[config.mk]
export PLATFORM = sky130hd
export DESIGN_NAME = pret_et
export DESIGN_NICKNAME = d
export VERILOG_FILES = /design/src/rtl/pret_et.sv
export SDC_FILE = /design/constraint.sdc
export NUM_CORES = 1
export LEC_CHECK = 0
export CORE_MARGIN = 8
export CORE_UTILIZATION = 35
export DETAILED_ROUTE_END_ITERATION = 8
export DONT_BUFFER_PORTS = 1
export GPL_ROUTABILITY_DRIVEN = 0
export HOLD_SLACK_MARGIN = 0.05
export PLACE_DENSITY_LB_ADDON = 0.3
export SLEW_MARGIN = 0
export SYNTH_ARGS = -nofsm -noshare
export SYNTH_HDL_FRONTEND = slang
export SYNTH_SLANG_ARGS = --single-unit
[constraint.sdc]
create_clock -name clk -period 6.3 [get_ports clk]
set_input_delay 1.26 -clock clk [delete_from_list [all_inputs] [get_ports clk]]
set_output_delay 1.26 -clock clk [all_outputs]
set_load 0.005 [all_outputs]
[src/rtl/pret_et.sv]
// pret_et: precision-adaptive stochastic encoder / early-terminating counter.
//
// A run converts N binary operands into N stochastic bit streams using a
// bit-reversed counter as the random source, and accumulates an external
// stochastic result bit Z into a ones-count. The run normally lasts 2^p
// cycles. A stop request cuts it short at the next count c where c+1 is a
// power of two, so the accumulated result is always scaled from a complete
// 2^pe-sample window.
//
// Ports:
//   clk, rst_n   clock, asynchronous active-low reset
//   start        begin a run (only honoured in IDLE)
//   prec         requested precision p (clamped to W); run is 2^p cycles
//   stop         early-termination request (held until the run ends)
//   Bxs          N binary operands, W bits each
//   X            N stochastic bits, zero outside a run
//   Z            external stochastic result bit for the current X
//   Bz           result scaled to W fractional bits (W+1 wide, holds 2^W)
//   p_eff        precision actually achieved by the last run
//   busy, done   run active / one-cycle completion pulse

// Per-channel stochastic number generator: compares the latched operand
// against a bit-reversed (optionally index-permuted) copy of the counter.
module pret_et_lane #(
    parameter int W    = 8,
    parameter int CORR = 0,
    parameter int IDX  = 0
) (
    input  logic         run,
    input  logic [W-1:0] bx,
    input  logic [W-1:0] c,
    input  logic [W-1:0] mask,
    output logic         x
);
    logic [W-1:0] idx;
    logic [W-1:0] sel;
    logic [W-1:0] r;

    assign idx = W'(IDX);
    // Only the low p bits of the index are mixed in so that every lane still
    // sweeps exactly the same set of 2^p counter values within the run.
    assign sel = (CORR != 0) ? c : (c ^ (idx & mask));

    always_comb begin
        r = '0;
        for (int j = 0; j < W; j++) r[j] = sel[W-1-j];
    end

    assign x = run & (bx > r);
endmodule

module pret_et #(
    parameter int W    = 8,
    parameter int N    = 8,
    parameter int CORR = 0
) (
    input  logic                       clk,
    input  logic                       rst_n,
    input  logic                       start,
    input  logic [$clog2(W+1)-1:0]     prec,
    input  logic                       stop,
    input  logic [N-1:0][W-1:0]        Bxs,
    output logic [N-1:0]               X,
    input  logic                       Z,
    output logic [W:0]                 Bz,
    output logic [$clog2(W+1)-1:0]     p_eff,
    output logic                       busy,
    output logic                       done
);
    localparam int PW = $clog2(W+1);

    typedef enum logic {IDLE, RUN} state_t;

    state_t                 state;
    logic [N-1:0][W-1:0]    bx_q;
    logic [PW-1:0]          p_q;
    logic [W-1:0]           c;
    logic [W-1:0]           c_inc;
    logic [W:0]             k;
    logic [W:0]             k_fin;
    logic                   stop_q;
    logic [W-1:0]           mask;
    logic [PW-1:0]          pe;
    logic                   at_bound;
    logic                   at_window;
    logic                   term;
    logic [PW-1:0]          p_clamp;

    assign p_clamp = (prec > PW'(W)) ? PW'(W) : prec;

    // mask = 2^p - 1, built bitwise so p = W needs no wider intermediate
    always_comb begin
        mask = '0;
        for (int j = 0; j < W; j++) mask[j] = (PW'(j) < p_q);
    end

    // At termination c+1 is a power of two, so c is all-ones in its low
    // bits and log2(c+1) is simply its popcount.
    always_comb begin
        pe = '0;
        for (int j = 0; j < W; j++) pe = pe + PW'(c[j]);
    end

    assign c_inc     = c + W'(1);
    assign at_bound  = (c == mask);
    // c+1 is a power of two; c = all-ones wraps c_inc to 0 and still qualifies
    assign at_window = ((c & c_inc) == '0);
    assign term      = at_bound | ((stop | stop_q) & at_window);
    // final cycle's Z is folded in here rather than into k
    assign k_fin     = k + (W+1)'(Z);

    for (genvar i = 0; i < N; i++) begin : g_lane
        pret_et_lane #(.W(W), .CORR(CORR), .IDX(i)) u_lane (
            .run  (state == RUN),
            .bx   (bx_q[i]),
            .c    (c),
            .mask (mask),
            .x    (X[i])
        );
    end

    always_ff @(posedge clk or negedge rst_n) begin
        if (!rst_n) begin
            state  <= IDLE;
            bx_q   <= '0;
            p_q    <= '0;
            c      <= '0;
            k      <= '0;
            stop_q <= 1'b0;
            Bz     <= '0;
            p_eff  <= '0;
            busy   <= 1'b0;
            done   <= 1'b0;
        end else begin
            done <= 1'b0;
            case (state)
                IDLE: begin
                    if (start) begin
                        bx_q   <= Bxs;
                        p_q    <= p_clamp;
                        c      <= '0;
                        k      <= '0;
                        stop_q <= 1'b0;
                        busy   <= 1'b1;
                        state  <= RUN;
                    end
                end
                RUN: begin
                    if (term) begin
                        Bz     <= k_fin << (PW'(W) - pe);
                        p_eff  <= pe;
                        done   <= 1'b1;
                        busy   <= 1'b0;
                        stop_q <= 1'b0;
                        state  <= IDLE;
                    end else begin
                        c <= c_inc;
                        k <= k_fin;
                        if (stop) stop_q <= 1'b1;
                    end
                end
                default: state <= IDLE;
            endcase
        end
    end
endmodule

==> reports/metrics.csv <==
stage;metric;value;unit
run_status;status;complete, no violations;
synthesis;seq_area_frac_synth;0.384;
sta;hold_viol;0;
cts;clockBufferDepth;2;
synthesis;synth_seq_cells;102;
power;ir_drop;0.200;mV
cts;ctsHoldBuffers;0;
floorplan;die_w;154;microns
cts;clockRootBuffer;clkbuf_16;
final_layout;n_antenna_cell;0;
flow_run;drv_cap;0;
power;p_leak;3.51;nW
synthesis;synth.avg_cell_area;9.00;sq um
synthesis;synthDistinctLibCells;60;
floorplan;start_util;0.357;
synthesis;synth_cells;739;
sta;setup_viol;0;
floorplan;pin_count;96;
worst_setup_path;path_class;reg2reg;
route;drt-total-wl;16.0;mm
route;num_vias;4910;
cts;cts_made_buffers;9;
worst_setup_path;slowest_delay;0.83;ns
floorplan;die_h;154;microns
power;clkPwrFrac;0.164;
cts;cts.clk_slew.worst_paths;0.08;ns
final_layout;seqCellArea;2550;sq um
cts;cts_resized;0;
synthesis;synth_edf_count;0;
synthesis;yosys_warnings;0;
sta;slew_headroom;0.433;
synthesis;ys_async_sr_fraction;1.00;
placed_design;hpwlAfterDp;11.3;mm
cts;cts_max_level;3;
cts;cts_sinks;102;
synthesis;yosysTopAreaCellShare;0.384;
route;viasPerCell;5.20;
power;combPwrFrac;0.519;
cts;post-cts-setup-buffers;0;
synthesis;synth_largest_area_cell;dfrtp_1;
synthesis;ys.flop_type;dfrtp_1;
sta;setup_tns;0;ns
worst_setup_path;crit_fanout;28;
worst_setup_path;cp-end-kind;flip-flop;
sta;tightestPinTransition;0.851;ns
floorplan;rows;50;
floorplan;dieArea;23700;sq um
worst_setup_path;crit_slowest_cell;ha_1;
synthesis;syn_nets;894;
worst_setup_path;cp-start-kind;flip-flop;
synthesis;synth_area_leaders;dfrtp_1 38%, ha_1 15%, nand2_1 13%;
final_layout;multiInputGateArea;3750;sq um
route;drc_errors;0;
global_routing;first_global_vias;4958;
final_layout;nFillCells;1919;
final_layout;final_cell_mix;225 x nand2_1, 102 x dfrtp_1, 78 x ha_1;
worst_setup_path;crit_chain;inv_1 -> fa_1 -> fa_1 -> fa_1 -> inv_1 -> ha_1 -> inv_1 -> ha_1 -> nor2b_1 -> a221oi_1 -> o21ai_0 -> a221oi_1 -> mux2_2;
final_layout;final_util;0.377;
power;seqPwrFrac;0.317;
synthesis;syn_area;6650;sq um
global_routing;grt_overflow;0;
sta;slew_violations;0;
global_routing;antenna_found_initial;0;
final_layout;layout_commonest_cell;nand2_1;
worst_setup_path;arrival;5.58;ns
sta;grt_setup_unrepaired;false;
sta;fin_crit_sh;0.839;
sta;fin_skew;0.0133;ns
cts;insertion_delay;0.36;ns
floorplan;fp.coreArea;18600;sq um
placed_design;port_buffers;0;
hold_path;hp-class;reg2reg;
route;routedWlPerCell;17.0;microns
sta;fmax;189;MHz
final_layout;syn_to_final_growth;5.68;%
power;p_sw_frac;0.434;
global_routing;grt_max_degree;103;
final_layout;fin_nets;860;
power;p_sw;1.53;mW
final_layout;drive_gt1_frac;0.0606;
cts;cts_tree;built;
global_routing;grt_pass1_wl;26.2;mm
power;power_density;504;nW/um^2
global_routing;grt_use_total;0.138;
route;drt-pass1-iter-count;5;
route;ant_nets;0;
power;p_int;2.00;mW
route;first_iter_violations;160;
worst_setup_path;worst_ep_required_time;6.59;ns
sta;fin_crit;5.29;ns
-- final cells by class --
| class | count | share of cell area |
|---|---|---|
| multi-input combinational | 562 | 0.534 |
| tap | 234 | 0.0417 |
| sequential | 102 | 0.363 |
| clock buffer | 9 | 0.0321 |
| inverter | 27 | 0.0144 |
| timing repair buffer | 3 | 0.00321 |
| clock inverter | 7 | 0.0116 |
-- logic make-up (layout without fill, tap and decap cells) --
logic type / Yosys count / after routing / share of synthesized area
AND/OR/NAND/NOR: 328 / 328 / 0.222
AO/OA/AOI/OAI: 112 / 112 / 0.117
adder cells (fa/ha/maj): 82 / 82 / 0.159
multiplexers: 30 / 30 / 0.0516
flip-flops: 102 / 102 / 0.384
buffers and inverters: 75 / 46 / 0.0535
XOR/XNOR: 10 / 10 / 0.0132
-- synthesized netlist by cell type, types with 2 or more instances --
| library cell | count |
|---|---|
| buf_1 | 5 |
| xnor2_1 | 6 |
| dfrtp_1 | 102 |
| nor2_1 | 8 |
| ha_1 | 78 |
| nand3_1 | 11 |
| and3_1 | 7 |
| o211a_1 | 8 |
| a211oi_1 | 3 |
| nor2b_1 | 14 |
| nand4b_1 | 3 |
| o21ai_0 | 30 |
| o311ai_0 | 2 |
| xor2_1 | 4 |
| a31o_2 | 2 |
| nand2_1 | 225 |
| a221oi_1 | 3 |
| mux2i_1 | 17 |
| nand3b_1 | 3 |
| o31a_1 | 2 |
| buf_6 | 3 |
| mux2_4 | 7 |
| nand2b_1 | 11 |
| buf_2 | 4 |
| a21o_1 | 19 |
| inv_1 | 27 |
| nand4_1 | 22 |
| o21a_1 | 5 |
| nor3_1 | 6 |
| mux2_2 | 6 |
| fa_1 | 4 |
| or3_1 | 6 |
| a21oi_1 | 21 |
| clkbuf_1 | 27 |
| nor4_1 | 3 |
| o211ai_1 | 4 |
| buf_4 | 8 |
-- sequential cells by signal, indices dropped and copies added (netlist names) --
register / cells
busy: 1
p_eff: 4
bx_q: 64
done: 1
stop_q: 1
state: 1
c: 8
k: 9
p_q: 4
Bz: 9
-- power groups by stage --
stage | logic [mW] | registers, mW | clock network [mW]
finish | 1.83 | 1.12 | 0.580
global route | 2.14 | 1.16 | 0.626
CTS | 1.85 | 1.13 | 0.603
detailed placement | 1.84 | 1.14 | 0
global placement | 1.82 | 1.14 | 0
floorplan | 1.61 | 1.04 | 0
-- path summary, 6_finish.rpt --
path                                from       end  slack (ns)  depth (start not counted)
worst max-delay path                c[3]     Bz[7]        1.01                         13
worst min-delay path            bx_q[14]  bx_q[14]        0.48                          2
worst max register to register      c[3]     Bz[7]        1.01                         13
worst min register to register  bx_q[14]  bx_q[14]        0.48                          2
max in group asynchronous          rst_n  p_eff[3]        5.47                          0
min in group asynchronous          rst_n      k[5]        0.61                          0
-- metal layers --
layer | track usage | routed length (microns) | up-vias
li1 | - | - | 2466
met1 | 0.178 | 7670 | 2334
met2 | 0.219 | 7290 | 94
met3 | 0.0404 | 824 | 16
met4 | 0.0448 | 229 | 0
met5 | 0 | 0 | -
-- stage by stage --
stage | cell area [sq um] | cells | hold WS (ns) | power [mW] | setup WS [ns]
4_1_cts | 7030 | 944 | 0.487 | 3.58 | 1.02
3_3_place_gp | 6720 | 928 | 0.467 | 2.95 | 1.10
3_5_place_dp | 6720 | 928 | 0.467 | 2.98 | 1.04
2_1_floorplan | 6650 | 739 | 0.450 | 2.65 | 1.70
6_report | 7030 | 944 | 0.483 | 3.54 | 1.01
5_1_grt | 7030 | 944 | 0.505 | 3.93 | 0.707
-- critical path: cells and delay by family (launching register included) --
family / cells / cell delay, ns
adders and majority gates: 5 / 2.91
AOI/OAI and AO/OA: 3 / 0.89
buffers and inverters: 3 / 0.65
DFF: 1 / 0.46
muxes: 1 / 0.20
and+or+nand+nor: 1 / 0.09
No activity file was read; power rests on OpenSTA's default activity.
